`src/rtl/vram_bus_arbiter.sv`:
```
// vram_bus_arbiter: shares the external memory bus between the CPU and three
// DMA masters. The bus is parked on the CPU. The CPU is halted through the
// HALT/BA handshake before any DMA grant. Video DMA has fixed top priority and
// is never preempted. The two secondary requesters alternate round-robin and
// are burst-limited while another master is waiting.
module vram_bus_arbiter #(
    parameter int unsigned HALT_TIMEOUT = 64,
    parameter int unsigned MAX_BURST    = 16,
    parameter int unsigned CW           = 7
) (
    input  logic       clk,
    input  logic       rst,
    input  logic       cpu_ba,
    output logic       cpu_halt,
    input  logic       vid_req,
    output logic       vid_gnt,
    input  logic [1:0] req,
    output logic [1:0] gnt,
    output logic [1:0] bus_sel,
    output logic       timeout_err
);

    // FSM encoding
    localparam logic [2:0] S_IDLE    = 3'd0;
    localparam logic [2:0] S_HALTING = 3'd1;
    localparam logic [2:0] S_GRANT   = 3'd2;
    localparam logic [2:0] S_OWNED   = 3'd3;
    localparam logic [2:0] S_RELEASE = 3'd4;

    // Bus owner select codes
    localparam logic [1:0] SEL_CPU = 2'd0;
    localparam logic [1:0] SEL_VID = 2'd1;
    localparam logic [1:0] SEL_R0  = 2'd2;
    localparam logic [1:0] SEL_R1  = 2'd3;

    // Terminal counts for the shared counter
    localparam logic [CW-1:0] HALT_LAST  = CW'(HALT_TIMEOUT - 1);
    localparam logic [CW-1:0] BURST_LAST = CW'(MAX_BURST - 1);
    localparam logic [CW-1:0] CNT_MAX    = {CW{1'b1}};

    logic [2:0]    state, state_n;
    logic [CW-1:0] cnt, cnt_n;
    logic          rr, rr_n;
    logic          cpu_halt_n;
    logic          vid_gnt_n;
    logic [1:0]    gnt_n;
    logic [1:0]    bus_sel_n;
    logic          timeout_err_n;

    logic          any_req;
    logic          own_idx;
    logic          own_req;
    logic          other_req;
    logic          burst_done;

    // Request summary and current secondary owner (bus_sel 2 -> req0, 3 -> req1)
    always_comb begin
        any_req    = vid_req | req[0] | req[1];
        own_idx    = bus_sel[0];
        own_req    = req[own_idx];
        other_req  = req[~own_idx];
        burst_done = (cnt >= BURST_LAST);
    end

    // Next-state and next-output logic
    always_comb begin
        state_n       = state;
        cnt_n         = cnt;
        rr_n          = rr;
        cpu_halt_n    = cpu_halt;
        vid_gnt_n     = vid_gnt;
        gnt_n         = gnt;
        bus_sel_n     = bus_sel;
        timeout_err_n = 1'b0;

        case (state)
            S_IDLE: begin
                cpu_halt_n = 1'b0;
                vid_gnt_n  = 1'b0;
                gnt_n      = 2'b00;
                bus_sel_n  = SEL_CPU;
                if (any_req) begin
                    state_n    = S_HALTING;
                    cpu_halt_n = 1'b1;
                    cnt_n      = '0;
                end
            end

            S_HALTING: begin
                cpu_halt_n = 1'b1;
                if (cnt != CNT_MAX) begin
                    cnt_n = cnt + CW'(1);
                end
                // cpu_ba wins over a timeout landing on the same cycle
                if (cpu_ba) begin
                    state_n = any_req ? S_GRANT : S_RELEASE;
                end else if (cnt == HALT_LAST) begin
                    timeout_err_n = 1'b1;
                    cpu_halt_n    = 1'b0;
                    state_n       = S_IDLE;
                end
            end

            S_GRANT: begin
                cpu_halt_n = 1'b1;
                cnt_n      = '0;
                if (vid_req) begin
                    vid_gnt_n = 1'b1;
                    bus_sel_n = SEL_VID;
                    state_n   = S_OWNED;
                end else if (req[0] && req[1]) begin
                    gnt_n     = rr ? 2'b10 : 2'b01;
                    bus_sel_n = rr ? SEL_R1 : SEL_R0;
                    state_n   = S_OWNED;
                end else if (req[0]) begin
                    gnt_n     = 2'b01;
                    bus_sel_n = SEL_R0;
                    state_n   = S_OWNED;
                end else if (req[1]) begin
                    gnt_n     = 2'b10;
                    bus_sel_n = SEL_R1;
                    state_n   = S_OWNED;
                end else begin
                    state_n = S_RELEASE;
                end
            end

            S_OWNED: begin
                // cpu_ba is deliberately ignored here; the CPU stays halted
                cpu_halt_n = 1'b1;
                case (bus_sel)
                    SEL_VID: begin
                        if (!vid_req) begin
                            vid_gnt_n = 1'b0;
                            bus_sel_n = SEL_CPU;
                            state_n   = S_GRANT;
                        end
                    end
                    SEL_R0, SEL_R1: begin
                        if (!own_req || (burst_done && (vid_req || other_req))) begin
                            gnt_n     = 2'b00;
                            bus_sel_n = SEL_CPU;
                            rr_n      = ~own_idx;
                            state_n   = S_GRANT;
                        end else if (!burst_done) begin
                            cnt_n = cnt + CW'(1);
                        end
                    end
                    default: begin
                        vid_gnt_n = 1'b0;
                        gnt_n     = 2'b00;
                        bus_sel_n = SEL_CPU;
                        state_n   = S_GRANT;
                    end
                endcase
            end

            S_RELEASE: begin
                cpu_halt_n = 1'b0;
                vid_gnt_n  = 1'b0;
                gnt_n      = 2'b00;
                bus_sel_n  = SEL_CPU;
                state_n    = S_IDLE;
            end

            default: begin
                cpu_halt_n = 1'b0;
                vid_gnt_n  = 1'b0;
                gnt_n      = 2'b00;
                bus_sel_n  = SEL_CPU;
                state_n    = S_IDLE;
            end
        endcase
    end

    // State, counter, round-robin pointer and registered outputs
    always_ff @(posedge clk) begin
        if (rst) begin
            state       <= S_IDLE;
            cnt         <= '0;
            rr          <= 1'b0;
            cpu_halt    <= 1'b0;
            vid_gnt     <= 1'b0;
            gnt         <= 2'b00;
            bus_sel     <= SEL_CPU;
            timeout_err <= 1'b0;
        end else begin
            state       <= state_n;
            cnt         <= cnt_n;
            rr          <= rr_n;
            cpu_halt    <= cpu_halt_n;
            vid_gnt     <= vid_gnt_n;
            gnt         <= gnt_n;
            bus_sel     <= bus_sel_n;
            timeout_err <= timeout_err_n;
        end
    end

endmodule

```
`config.mk`:
```
export PLATFORM = sky130hd
export DESIGN_NAME = vram_bus_arbiter
export DESIGN_NICKNAME = d
export VERILOG_FILES = /design/src/rtl/vram_bus_arbiter.sv
export SDC_FILE = /design/constraint.sdc
export NUM_CORES = 1
export LEC_CHECK = 0
export ABC_CLOCK_PERIOD_IN_PS = 2540
export CAP_MARGIN = 20
export CORE_MARGIN = 8
export CORE_UTILIZATION = 30
export CTS_BUF_LIST = sky130_fd_sc_hd__clkbuf_4
export CTS_CLUSTER_SIZE = 16
export DETAILED_ROUTE_END_ITERATION = 12
export HOLD_SLACK_MARGIN = 0.05
export MAX_ROUTING_LAYER = met4
export PLACE_DENSITY = 0.46
export SLEW_MARGIN = 20
export SYNTH_ARGS = -nofsm -noshare
export SYNTH_HDL_FRONTEND = slang
export SYNTH_SLANG_ARGS = --single-unit
```
`constraint.sdc`:
```
create_clock -name clk -period 2.54 [get_ports clk]
set_input_delay 0.508 -clock clk [delete_from_list [all_inputs] [get_ports clk]]
set_output_delay 0.508 -clock clk [all_outputs]
set_load 0.03 [all_outputs]
```
==> results_dict.tcl <==
set metrics [dict create \
    worstSkewPairLatency_ns 0.29 \
    utilization 0.3828 \
    h-tree-depth 1 \
    tns_ns 0 \
    cts_resized 0 \
    max_freq_mhz 468.2 \
    cts.sinks 18 \
    arrival_ns 2.32 \
    ys_ff_latch 18 \
    internal_power_mw 0.3945 \
    hold_violations 0 \
    power.density_mw_per_mm2 430.9 \
    crit_buf_inv 0 \
    grt_pass1_wl_um 4733 \
    grt_max_degree 16 \
    rsz0062_at_grt "no" \
    critPathKind "flip-flop to flip-flop" \
    drv_cap 0 \
    drt_wl_total_um 2688 \
    slew_viol_final 0 \
    p_sw_frac 0.2942 \
    hold_buffers 0 \
    instances_no_fill 184 \
    insertedDiodeCount 0 \
    io_pins 13 \
    yosys.area.top_type "dfxtp_1" \
    max_stage_delay_ns 0.57 \
    fillCellCount 359 \
    grt_pass1_vias 1016 \
    synth_seq_area_share 0.3337 \
    fin_crit_sh 0.8409 \
    synth_common_cells "dfxtp_1 (18), nand2_1 (13), a21oi_1 (7), nor2_1 (7), nand2b_1 (6)" \
    power.switching_mw 0.1645 \
    syn_inst 124 \
    power_mw 0.5590 \
    clkPwrFrac 0.258 \
    p_seq_frac 0.543 \
    dpl.hpwl_um 1990 \
    syn_area_mm2 0.001080 \
    syn_to_final_growth_pct 20.16 \
    die_area_mm2 0.005775 \
    drc 0 \
    startpoint_type "flip-flop" \
    ant_nets 0 \
    rows 21 \
    peakVddDrop_v 0.0001559 \
    antenna_found_initial 0 \
    hp-class "flip-flop to flip-flop" \
    power_frac_comb 0.199 \
    cts_buffers 3 \
    finalNetCount 147 \
    yosysMostFrequentCell "dfxtp_1" \
    yosys_most_used_dff "dfxtp_1" \
    vias_per_cell 5.337 \
    cp-end-kind "flip-flop" \
    netlist_top_cells_area "dfxtp_1 (33%), nand2_1 (4.5%), nand4b_1 (4.1%)" \
    cts_setup_buffers 0 \
    maxSlewHeadroom 0.6454 \
    drtIter0Drc 100 \
    synth_top_cell_area_share 0.3337 \
    slowest_stage "a311oi_4" \
    synth_edf_count 0 \
    worst_pin_slew_ns 0.5319 \
    synth.distinct_cells 47 \
    dieHeight_um 76.00 \
    hp-start "gnt[1]" \
    place_inst 181 \
    wl_per_cell_um 14.61 \
    path_max_fanout 10 \
    startpoint "cnt[0]" \
    track_usage 0.09722 \
    clockBufferDepth 2 \
    skew_ns 0.005568 \
    cpLargestDelayFamily "compound AO/OA/AOI/OAI gates" \
    avgSynthCellArea_um2 8.708 \
    p_leak_nw 0.4792 \
    port_buffers 12 \
    status "finished, final reports clean" \
    drt_first_pass_iters 4 \
    vias 982 \
    holdWs_ns 0.4782 \
    fp.dieW_um 76.00 \
    period_minus_slack_ns 2.136 \
    synth_nets 131 \
    layout-drive-gt1-share 0.1304 \
    path_clk_slew_ns 0.11 \
    setup-violations-final 0 \
    ys.warnings.count 0 \
    critical_path.cell_chain "ha_1, a21oi_1, o2111ai_4, a311oi_4, nand3_1, mux2i_1" \
    initial_core_util 0.3186 \
    core_area_mm2 0.003390 \
    root_buffer "clkbuf_4" \
    overflow 0 \
    ys_async_sr_fraction 0 \
    cts_tree "yes" \
    cp_data_required_time_ns 2.73 \
    r2r_start "cnt[0]" \
    gp_congestion 0.7732 \
]
-- cells by family (layout without fill, tap and decap cells) --
kind of cell / count (synthesis) / in the layout / share of synthesized area
DFF: 18 / 18 / 0.3337
buffers and inverters: 12 / 26 / 0.04634
AOI/OAI and AO/OA: 35 / 35 / 0.2723
and+or+nand+nor: 54 / 54 / 0.2943
adders and majority gates: 1 / 1 / 0.01159
muxes: 4 / 4 / 0.04171
-- registers in the layout (all words and copies together), names as in the netlist --
signal,flops
rr,1
cpu_halt,1
bus_sel,2
vid_gnt,1
gnt,2
state,3
timeout_err,1
cnt,7
-- power groups by stage --
stage	clock network (mW)	registers, mW	logic (mW)
3_3_place_gp	0	0.310	0.111
4_1_cts	0.149	0.303	0.111
3_5_place_dp	0	0.310	0.111
6_report	0.144	0.303	0.111
2_1_floorplan	0	0.309	0.0719
5_1_grt	0.160	0.306	0.124
-- worst register-to-register path, stage by stage (launching register included) --
cell	delay, ns
dfxtp_1	0.38
ha_1	0.31
a21oi_1	0.31
o2111ai_4	0.15
a311oi_4	0.57
nand3_1	0.17
mux2i_1	0.15
-- placed cells by master, fill, tap and decap left out, types with 2 or more instances in the layout --
cell type	synthesis	layout
clkbuf_4	0	3
nand2b_1	6	6
a21o_1	3	3
nor2_1	7	7
buf_4	0	7
o21a_1	2	2
nand2_1	13	13
o21ai_0	3	3
mux2i_1	3	3
dfxtp_1	18	18
nor3_1	5	5
nand3_1	4	4
or4_1	3	3
clkdlybuf4s50_1	0	12
a21oi_1	7	7
nand4b_1	5	5
a211o_1	2	2
nand4_1	2	2
o211ai_1	2	2
inv_1	4	4
-- metal layers --
layer / vias to the layer above / track usage / part of all wire
met5: - / - / 0
met4: 0 / 0.02941 / 0.0045
met3: 2 / 0.01887 / 0.042
met2: 17 / 0.1405 / 0.44
met1: 470 / 0.1317 / 0.51
li1: 493 / - / -
-- stage by stage --
step	setup slack, ns	instance area [um^2]
floorplan	0.6225	1080
detailed placement	0.1008	1275
finish	0.4041	1297
CTS	0.4025	1297
global route	0.2376	1297
global placement	0.09974	1275
-- area by class of cell --
type / instances / area, um^2 / area share
clock buffer: 3 / 22.52 / 0.01736
inverter: 4 / 15.01 / 0.01157
multi-input combinational: 94 / 669.4 / 0.5159
sequential: 18 / 360.3 / 0.2777
tap: 46 / 57.56 / 0.04436
timing repair buffer: 19 / 172.7 / 0.1331
-- worst paths after layout --
| path | cells past startpoint | to | slack (ns) |
|---|---|---|---|
| worst max register to register | 6 | cnt[4] | 0.40 |
| worst min register to register | 1 | gnt[1] | 0.48 |
| worst min-delay path | 1 | gnt[1] | 0.48 |
| worst max-delay path | 6 | cnt[4] | 0.40 |
(Power assumes the default switching activity.)
